## src/rtl/mem_access_unit.sv

```systemverilog
// rtl/mem_access_unit.sv - load/store unit with sub-word read-modify-write and misalignment trap
//
// Purpose: sits between the EX/MEM stage and a single-port word-wide data
// memory. Loads and word stores finish in one cycle. Byte and halfword
// stores read the target word, merge the new lane(s), then write the word
// back. This takes three cycles in total.
//
// Ports:
//   Clk, Clrn          clock and asynchronous active-low reset
//   Req, Wr, Size,     request from EX/MEM: valid, store/load, access size,
//   Sign, Addr, Wdata  load sign-extension, byte address, store data
//   Flush              abort the pending access
//   Rdata              extended load result (combinational)
//   Stall              hold EX/MEM inputs stable while high
//   Done, Misalign     one-cycle completion / trap pulses
//   BadAddr            address of the last trapped access
//   mem_We, mem_Addr,  data memory write enable, address and write word;
//   mem_Din, mem_Dout  read word comes back combinationally

module mem_access_unit #(
  parameter int MISALIGN_EN = 1
) (
  input  logic        Clk,
  input  logic        Clrn,
  input  logic        Req,
  input  logic        Wr,
  input  logic [1:0]  Size,
  input  logic        Sign,
  input  logic        Flush,
  input  logic [31:0] Addr,
  input  logic [31:0] Wdata,
  output logic [31:0] Rdata,
  output logic        Stall,
  output logic        Done,
  output logic        Misalign,
  output logic [31:0] BadAddr,
  output logic        mem_We,
  output logic [31:0] mem_Addr,
  output logic [31:0] mem_Din,
  input  logic [31:0] mem_Dout
);

  typedef enum logic [1:0] {IDLE, RMW_RD, RMW_WR} state_t;

  state_t      state_q, state_d;
  logic [31:0] lat_addr;
  logic [15:0] lat_wdata;
  logic [1:0]  lat_size;
  logic [31:0] merge_q;

  logic        illegal, misal_raw, bad;
  logic [31:0] eff_addr;
  logic        accept;

  // Pick the addressed lane(s) out of a word and extend to 32 bits.
  function automatic logic [31:0] extract(input logic [31:0] w, input logic [1:0] lo,
                                          input logic [1:0] sz, input logic sg);
    logic [7:0]  b;
    logic [15:0] h;
    b = w[{lo, 3'b000} +: 8];
    h = lo[1] ? w[31:16] : w[15:0];
    case (sz)
      2'b00:   extract = {{24{sg & b[7]}}, b};
      2'b01:   extract = {{16{sg & h[15]}}, h};
      default: extract = w;
    endcase
  endfunction

  // Replace only the addressed lane(s) of w with the low byte/halfword of d.
  function automatic logic [31:0] merge(input logic [31:0] w, input logic [15:0] d,
                                        input logic [1:0] lo, input logic [1:0] sz);
    logic [31:0] r;
    r = w;
    case (sz)
      2'b00: r[{lo, 3'b000} +: 8] = d[7:0];
      2'b01: if (lo[1]) r[31:16] = d; else r[15:0] = d;
      default: r = w;
    endcase
    merge = r;
  endfunction

  always_comb begin
    illegal   = (Size == 2'b11);
    misal_raw = ((Size == 2'b01) && Addr[0]) || ((Size == 2'b10) && (Addr[1:0] != 2'b00));
    bad       = illegal || ((MISALIGN_EN != 0) && misal_raw);
    // With trapping disabled, the low bits are dropped so the access is naturally aligned.
    eff_addr  = Addr;
    if (MISALIGN_EN == 0) begin
      if (Size == 2'b01) eff_addr = {Addr[31:1], 1'b0};
      if (Size == 2'b10) eff_addr = {Addr[31:2], 2'b00};
    end
    accept = (state_q == IDLE) && Req && !Flush;
  end

  always_comb begin
    state_d  = state_q;
    Rdata    = 32'h0;
    Stall    = 1'b0;
    Done     = 1'b0;
    Misalign = 1'b0;
    mem_We   = 1'b0;
    mem_Addr = eff_addr;
    mem_Din  = Wdata;
    case (state_q)
      IDLE: begin
        if (accept) begin
          if (bad) begin
            Done     = 1'b1;
            Misalign = 1'b1;
          end else if (!Wr) begin
            Rdata = extract(mem_Dout, eff_addr[1:0], Size, Sign);
            Done  = 1'b1;
          end else if (Size == 2'b10) begin
            mem_We = 1'b1;
            Done   = 1'b1;
          end else begin
            Stall   = 1'b1;
            state_d = RMW_RD;
          end
        end
      end
      RMW_RD: begin
        mem_Addr = lat_addr;
        if (Flush) begin
          state_d = IDLE;
        end else begin
          Stall   = 1'b1;
          state_d = RMW_WR;
        end
      end
      RMW_WR: begin
        mem_Addr = lat_addr;
        mem_We   = 1'b1;
        mem_Din  = merge(merge_q, lat_wdata, lat_addr[1:0], lat_size);
        Done     = 1'b1;
        state_d  = IDLE;
      end
      default: state_d = IDLE;
    endcase
    // Reset must silence the strobes immediately, not at the next edge,
    // so an interrupted read-modify-write never reaches memory.
    if (!Clrn) begin
      Rdata    = 32'h0;
      Stall    = 1'b0;
      Done     = 1'b0;
      Misalign = 1'b0;
      mem_We   = 1'b0;
    end
  end

  always_ff @(posedge Clk or negedge Clrn) begin
    if (!Clrn) begin
      state_q   <= IDLE;
      BadAddr   <= 32'h0;
      lat_addr  <= 32'h0;
      lat_wdata <= 16'h0;
      lat_size  <= 2'b00;
      merge_q   <= 32'h0;
    end else begin
      state_q <= state_d;
      if (accept && bad) BadAddr <= Addr;
      if (accept && !bad && Wr && (Size != 2'b10)) begin
        lat_addr  <= eff_addr;
        lat_wdata <= Wdata[15:0];
        lat_size  <= Size;
      end
      if ((state_q == RMW_RD) && !Flush) merge_q <= mem_Dout;
    end
  end

endmodule

```

## config.mk

```make
export PLATFORM = sky130hd
export DESIGN_NAME = mem_access_unit
export DESIGN_NICKNAME = d
export VERILOG_FILES = /design/src/rtl/mem_access_unit.sv
export SDC_FILE = /design/constraint.sdc
export NUM_CORES = 1
export LEC_CHECK = 0
export CORE_MARGIN = 4
export CORE_UTILIZATION = 49
export CTS_CLUSTER_DIAMETER = 30
export DETAILED_ROUTE_END_ITERATION = 8
export PLACE_DENSITY = 0.87
export SYNTH_ARGS = -nofsm -noshare
export SYNTH_HDL_FRONTEND = slang
export SYNTH_SLANG_ARGS = --single-unit
```

## constraint.sdc

```tcl
create_clock -name Clk -period 5.8 [get_ports Clk]
set_input_delay 1.16 -clock Clk [delete_from_list [all_inputs] [get_ports Clk]]
set_output_delay 1.16 -clock Clk [all_outputs]
set_load 0.005 [all_outputs]
```

==> flow_summary.json, run 1 <==
{
  "status": "finished, final reports clean",
  "slowest_delay_ps": 900,
  "num_vias": 5624,
  "avgRoutedWirePerCell_um": 21.5,
  "worst-path-buf-inv": 2,
  "final.setup.tns_ps": 0,
  "power_w": 0.00466,
  "ys_types": 52,
  "fin_skew_ps": 7.60,
  "layout_min_cycle_time_ps": 5240,
  "synth_common_cells": "dfrtp_1, mux2_2, mux2_1, nand2_1",
  "n_antenna_cell": 0,
  "grt_max_degree": 73,
  "drt_pass1_iterations": 5,
  "syn-num-nets": 695,
  "num_rows": 42,
  "cts_made_buffers": 17,
  "grt_first_pass_wirelength_mm": 32.5,
  "clk_pin_slew_worst_paths_ps": 50,
  "cts_hold_buffers": 0,
  "cp_max_fo": 18,
  "start_kind": "primary input",
  "clk_latency_ps": 410,
  "cts_buffer_depth": 2,
  "area_delta_synth_final_pct": 45.8,
  "synthCells": 582,
  "seq_area_um2": 2900,
  "r2r-start": "state_q[0]",
  "layout_setup_ws_ps": 563,
  "setup_viol": 0,
  "die-area_um2": 15300,
  "post-place-ws_ps": 616,
  "min_period_over_period": 0.903,
  "fill_cells": 935,
  "die_h_um": 124,
  "synthesis.area_um2": 6560,
  "cp_top_family": "compound AO/OA/AOI/OAI gates",
  "postCtsSetupBuffers": 0,
  "finalNetCount": 917,
  "worstSetupPathType": "primary input to output pin",
  "hold_class": "flip-flop to flip-flop",
  "grt_usage": 0.282,
  "dp.cells": 961,
  "initial_core_util": 0.498,
  "hold_path.startpoint": "BadAddr[25]",
  "whs_ps": 481,
  "setup.worst_path.end_class": "output pin",
  "cts_resized": 0,
  "slowest_stage": "clkdlybuf4s50_1",
  "drt-total-wl_mm": 21.3,
  "p_leak_nw": 3.98,
  "clock_sinks": 116,
  "core_area_um2": 13200,
  "slew_violations": 0,
  "p_per_area_nw_per_um2": 487,
  "synthTopCellsByArea": "dfrtp_1, mux2_2, mux2_1",
  "drv_cap": 0,
  "grt_pass1_vias": 5961,
  "die_w_um": 124,
  "avgSynthCellArea_um2": 11.3,
  "cts_tree": "yes",
  "fin_cells": 992,
  "htreeDepth": 4,
  "synth_top_area_share": 0.442,
  "async_flop_share": 1.00,
  "io_pins": 236,
  "tightest_slew_ps": 911,
  "slew_headroom": 0.393,
  "crit_path_start": "Size[0]",
  "yosysMostFrequentCell": "dfrtp_1",
  "portBuffers": 235,
  "critical_path_arrival_ps": 4080,
  "globalplace.congestion": 0.902,
  "ir_worst_vdd_mv": 0.333,
  "drtIter0Drc": 351,
  "yosys_warnings": 0,
  "dpl.hpwl_mm": 15.8,
  "cts-root-buf": "clkbuf_16",
  "multiInputGateArea_um2": 3390,
  "ant_nets": 0,
  "drive_gt1_frac": 0.168,
  "hold_viol": 0,
  "ys_seq_area_frac": 0.442,
  "yosysTopAreaCell": "dfrtp_1",
  "cp_data_required_time_ps": 4640,
  "synth_seq_cells": 116,
  "overflow": 0,
  "rsz0062_at_grt": "false",
  "drc": 0,
  "synth_ff_type": "dfrtp_1",
  "antenna_found_initial": 0,
  "cp_cell_sequence": "clkdlybuf4s50_1 > a21oi_1 > o2111ai_2 > a21o_1 > a21oi_1 > clkdlybuf4s50_1",
  "vias_per_cell": 5.67,
  "fmax_mhz": 191,
  "synth_edf_count": 0
}
-- kinds of logic (layout without fill, tap and decap cells) --
family	count (synthesis)	in the layout	synth area share
buf+inv	67	301	0.0429
flops	116	116	0.442
mux	155	155	0.267
fa+ha+maj	9	9	0.0172
compound gates	101	101	0.126
simple gates	134	134	0.105
-- path summary, 6_finish.rpt --
kind	endpoint	slack, ps	cells after the start
setup / recovery	Rdata[22]	560	6
hold / removal	BadAddr[25]	480	1
setup reg to reg	state_q[0]	3470	7
hold reg to reg	BadAddr[25]	480	1
max in group asynchronous	lat_wdata[4]	3650	2
min in group asynchronous	BadAddr[1]	770	1
-- where the power goes --
group	switching (W)	internal (W)
Clock	0.000342	0.000616
Combinational	0.000864	0.00131
Sequential	0.000310	0.00122
-- flip-flops by register name, indices dropped and copies added (netlist names) --
register	cells
BadAddr	32
merge_q	32
lat_wdata	16
lat_size	2
lat_addr	32
state_q	2
-- cell usage in the layout, fill, tap and decap left out, drive strengths merged, types with 3 or more instances in the layout --
master,Yosys,layout
clkdlybuf4s50,0,234
mux2,151,151
dfrtp,116,116
nand2,49,49
nor2,28,28
inv,27,27
nor2b,26,26
clkbuf,21,26
a221o,22,22
a21oi,21,21
o21ai,14,14
a41oi,10,10
buf,19,9
ha,9,9
a311oi,7,7
nand3,7,7
a211oi,7,7
a22o,6,6
o21a,4,4
clkinv,0,4
nor3,4,4
mux2i,3,3
nand2b,3,3
a21boi,3,3
-- worst reg2reg max path, delay by kind of cell (launching register included) --
kind | cells | cell delay (ps)
buf+inv | 2 | 670
flops | 1 | 380
fa+ha+maj | 1 | 240
mux | 1 | 350
simple gates | 3 | 590
-- layer usage --
metal  wire length [um]  up-vias  GRT usage
li1                   -     2554          -
met2              10400      246      0.462
met5                  0        -          0
met4                955        0      0.152
met3               1930       56     0.0963
met1               8040     2768      0.326
-- per-stage QoR --
step                      cell area [um2]  utilization
after floorplan                      6560            -
after global placement               9030        0.684
after detailed placement             9030        0.684
after CTS                            9570        0.725
after global routing                 9570        0.725
final                                9570        0.725
-- final cells by class --
class | count | area share
Multi-Input combinational cell | 399 | 0.355
Tap cell | 176 | 0.0230
Inverter | 27 | 0.0106
Clock buffer | 26 | 0.0511
Sequential cell | 116 | 0.303
Clock inverter | 5 | 0.00523
Timing Repair Buffer | 243 | 0.252
Note: power is estimated with default switching activity, not from simulation.
==> inputs of run 2 (changes only) <==
Settings changed: CORE_ASPECT_RATIO from default to 0.7.
==> run 2 against run 1 <==
Against the previous run:
- via count increased by 0.68%
- sequential share of layout area is essentially flat
- sequential power is essentially flat
- fmax fell by 0.45%
- critical endpoint is now Rdata[24]
- highest routed layer unchanged
==> flow_summary.json, run 2 (synthesized netlist as in run 1, its figures left out) <==
{
  "crit_path_start": "Size[0]",
  "multiInputGateArea_um2": 3390,
  "p_per_area_nw_per_um2": 489,
  "avgRoutedWirePerCell_um": 22.1,
  "drv_cap": 0,
  "ir_worst_vdd_mv": 0.314,
  "fmax_mhz": 190,
  "fin_skew_ps": 13.5,
  "initial_core_util": 0.500,
  "clk_latency_ps": 410,
  "rsz0062_at_grt": "false",
  "io_pins": 236,
  "cts_resized": 0,
  "fill_cells": 920,
  "overflow": 0,
  "final.setup.tns_ps": 0,
  "portBuffers": 235,
  "clk_pin_slew_worst_paths_ps": 60,
  "die-area_um2": 15300,
  "grt_max_degree": 80,
  "area_delta_synth_final_pct": 45.9,
  "worstSetupPathType": "primary input to output pin",
  "hold_viol": 0,
  "n_antenna_cell": 0,
  "top_regs": "BadAddr x32, lat_addr x32, merge_q x32",
  "drtIter0Drc": 517,
  "htreeDepth": 4,
  "layout_min_cycle_time_ps": 5260,
  "status": "finished, final reports clean",
  "drt_pass1_iterations": 7,
  "cp_data_required_time_ps": 4640,
  "setup.worst_path.end_class": "output pin",
  "critical_path_arrival_ps": 4100,
  "hold_path.startpoint": "BadAddr[2]",
  "postCtsSetupBuffers": 0,
  "ant_nets": 0,
  "min_period_over_period": 0.907,
  "hold_class": "flip-flop to flip-flop",
  "final_common_cell": "clkdlybuf4s50_1",
  "power_w": 0.00468,
  "grt_first_pass_wirelength_mm": 34.2,
  "grt_pass1_vias": 5933,
  "antenna_found_initial": 0,
  "dpl.hpwl_mm": 16.2,
  "slew_violations": 0,
  "drt-total-wl_mm": 21.7,
  "finalNetCount": 917,
  "cts_buffer_depth": 2,
  "final_cell_mix": "clkdlybuf4s50_1, dfrtp_1, mux2_2",
  "setup_viol": 0,
  "seq_area_um2": 2900,
  "num_vias": 5662,
  "globalplace.congestion": 0.933,
  "slew_headroom": 0.337,
  "drive_gt1_frac": 0.175,
  "cts_tree": "yes",
  "cts-root-buf": "clkbuf_16",
  "core_area_um2": 13100,
  "cp_max_fo": 18,
  "r2r-start": "state_q[0]",
  "die_w_um": 146,
  "tightest_slew_ps": 994,
  "grt_usage": 0.286,
  "die_h_um": 105,
  "vias_per_cell": 5.76,
  "drc": 0,
  "clock_sinks": 116,
  "cts_made_buffers": 17,
  "start_kind": "primary input",
  "cts_hold_buffers": 0,
  "num_rows": 35,
  "p_leak_nw": 3.99
}
-- run 2: changes by cell type in the layout (fill, tap and decap cells not counted) --
cell / change
clkinv_2: -1
clkbuf_1: -5
clkinvlp_4: +2
clkinv_4: +5
clkbuf_8: -3
inv_6: +3
-- run 2: where the power goes --
group          internal, W  switching [W]
logic              0.00131       0.000860
clock network     0.000593       0.000395
registers          0.00122       0.000305
total              0.00312        0.00156
-- run 2: final timing paths --
check	end	slack, ps	depth (start not counted)
max in group asynchronous	merge_q[17]	3670	2
max reg2reg	state_q[0]	3430	7
min reg2reg	BadAddr[2]	480	1
min in group asynchronous	merge_q[9]	730	1
max	Rdata[24]	540	6
min	BadAddr[2]	480	1
-- run 2: per-layer routing --
layer	vias to the layer above	routed length, um	global-route usage	share of wire
li1	2563	-	-	-
met1	2789	9450	0.399	0.44
met2	271	10000	0.438	0.46
met3	39	1740	0.0737	0.080
met4	0	511	0.0919	0.024
met5	-	0	0	0
-- run 2: final cells by class --
cell class                      instances  area share
Tap cell                              166      0.0217
Timing Repair Buffer                  243       0.252
Inverter                               27      0.0106
Clock inverter                         14      0.0136
Clock buffer                           18      0.0448
Sequential cell                       116       0.303
Multi-Input combinational cell        399       0.354
-- run 2: worst max-delay path, stage by stage --
cell             delay, ps
clkdlybuf4s50_1        910
a21oi_1                240
o2111ai_2              690
a21o_1                 490
a21oi_1                100
clkdlybuf4s50_1        500
-- run 2: through the flow --
step                      worst slack (ps)   util  instances  hold slack, ps  area [um2]
after floorplan                       2300      -        582             459        6560
after global placement                 762  0.686        951             468        9010
after detailed placement               626  0.686        951             474        9010
after CTS                              606  0.729        983             487        9570
after global routing                   380  0.729        983             501        9570
final                                  539  0.729        983             484        9570
==> inputs of run 3 (changes only) <==
Settings changed: SLEW_MARGIN from default to 10.
==> results of run 3 <==
No change in the layout: final DEF, timing and power equal those of run 2.
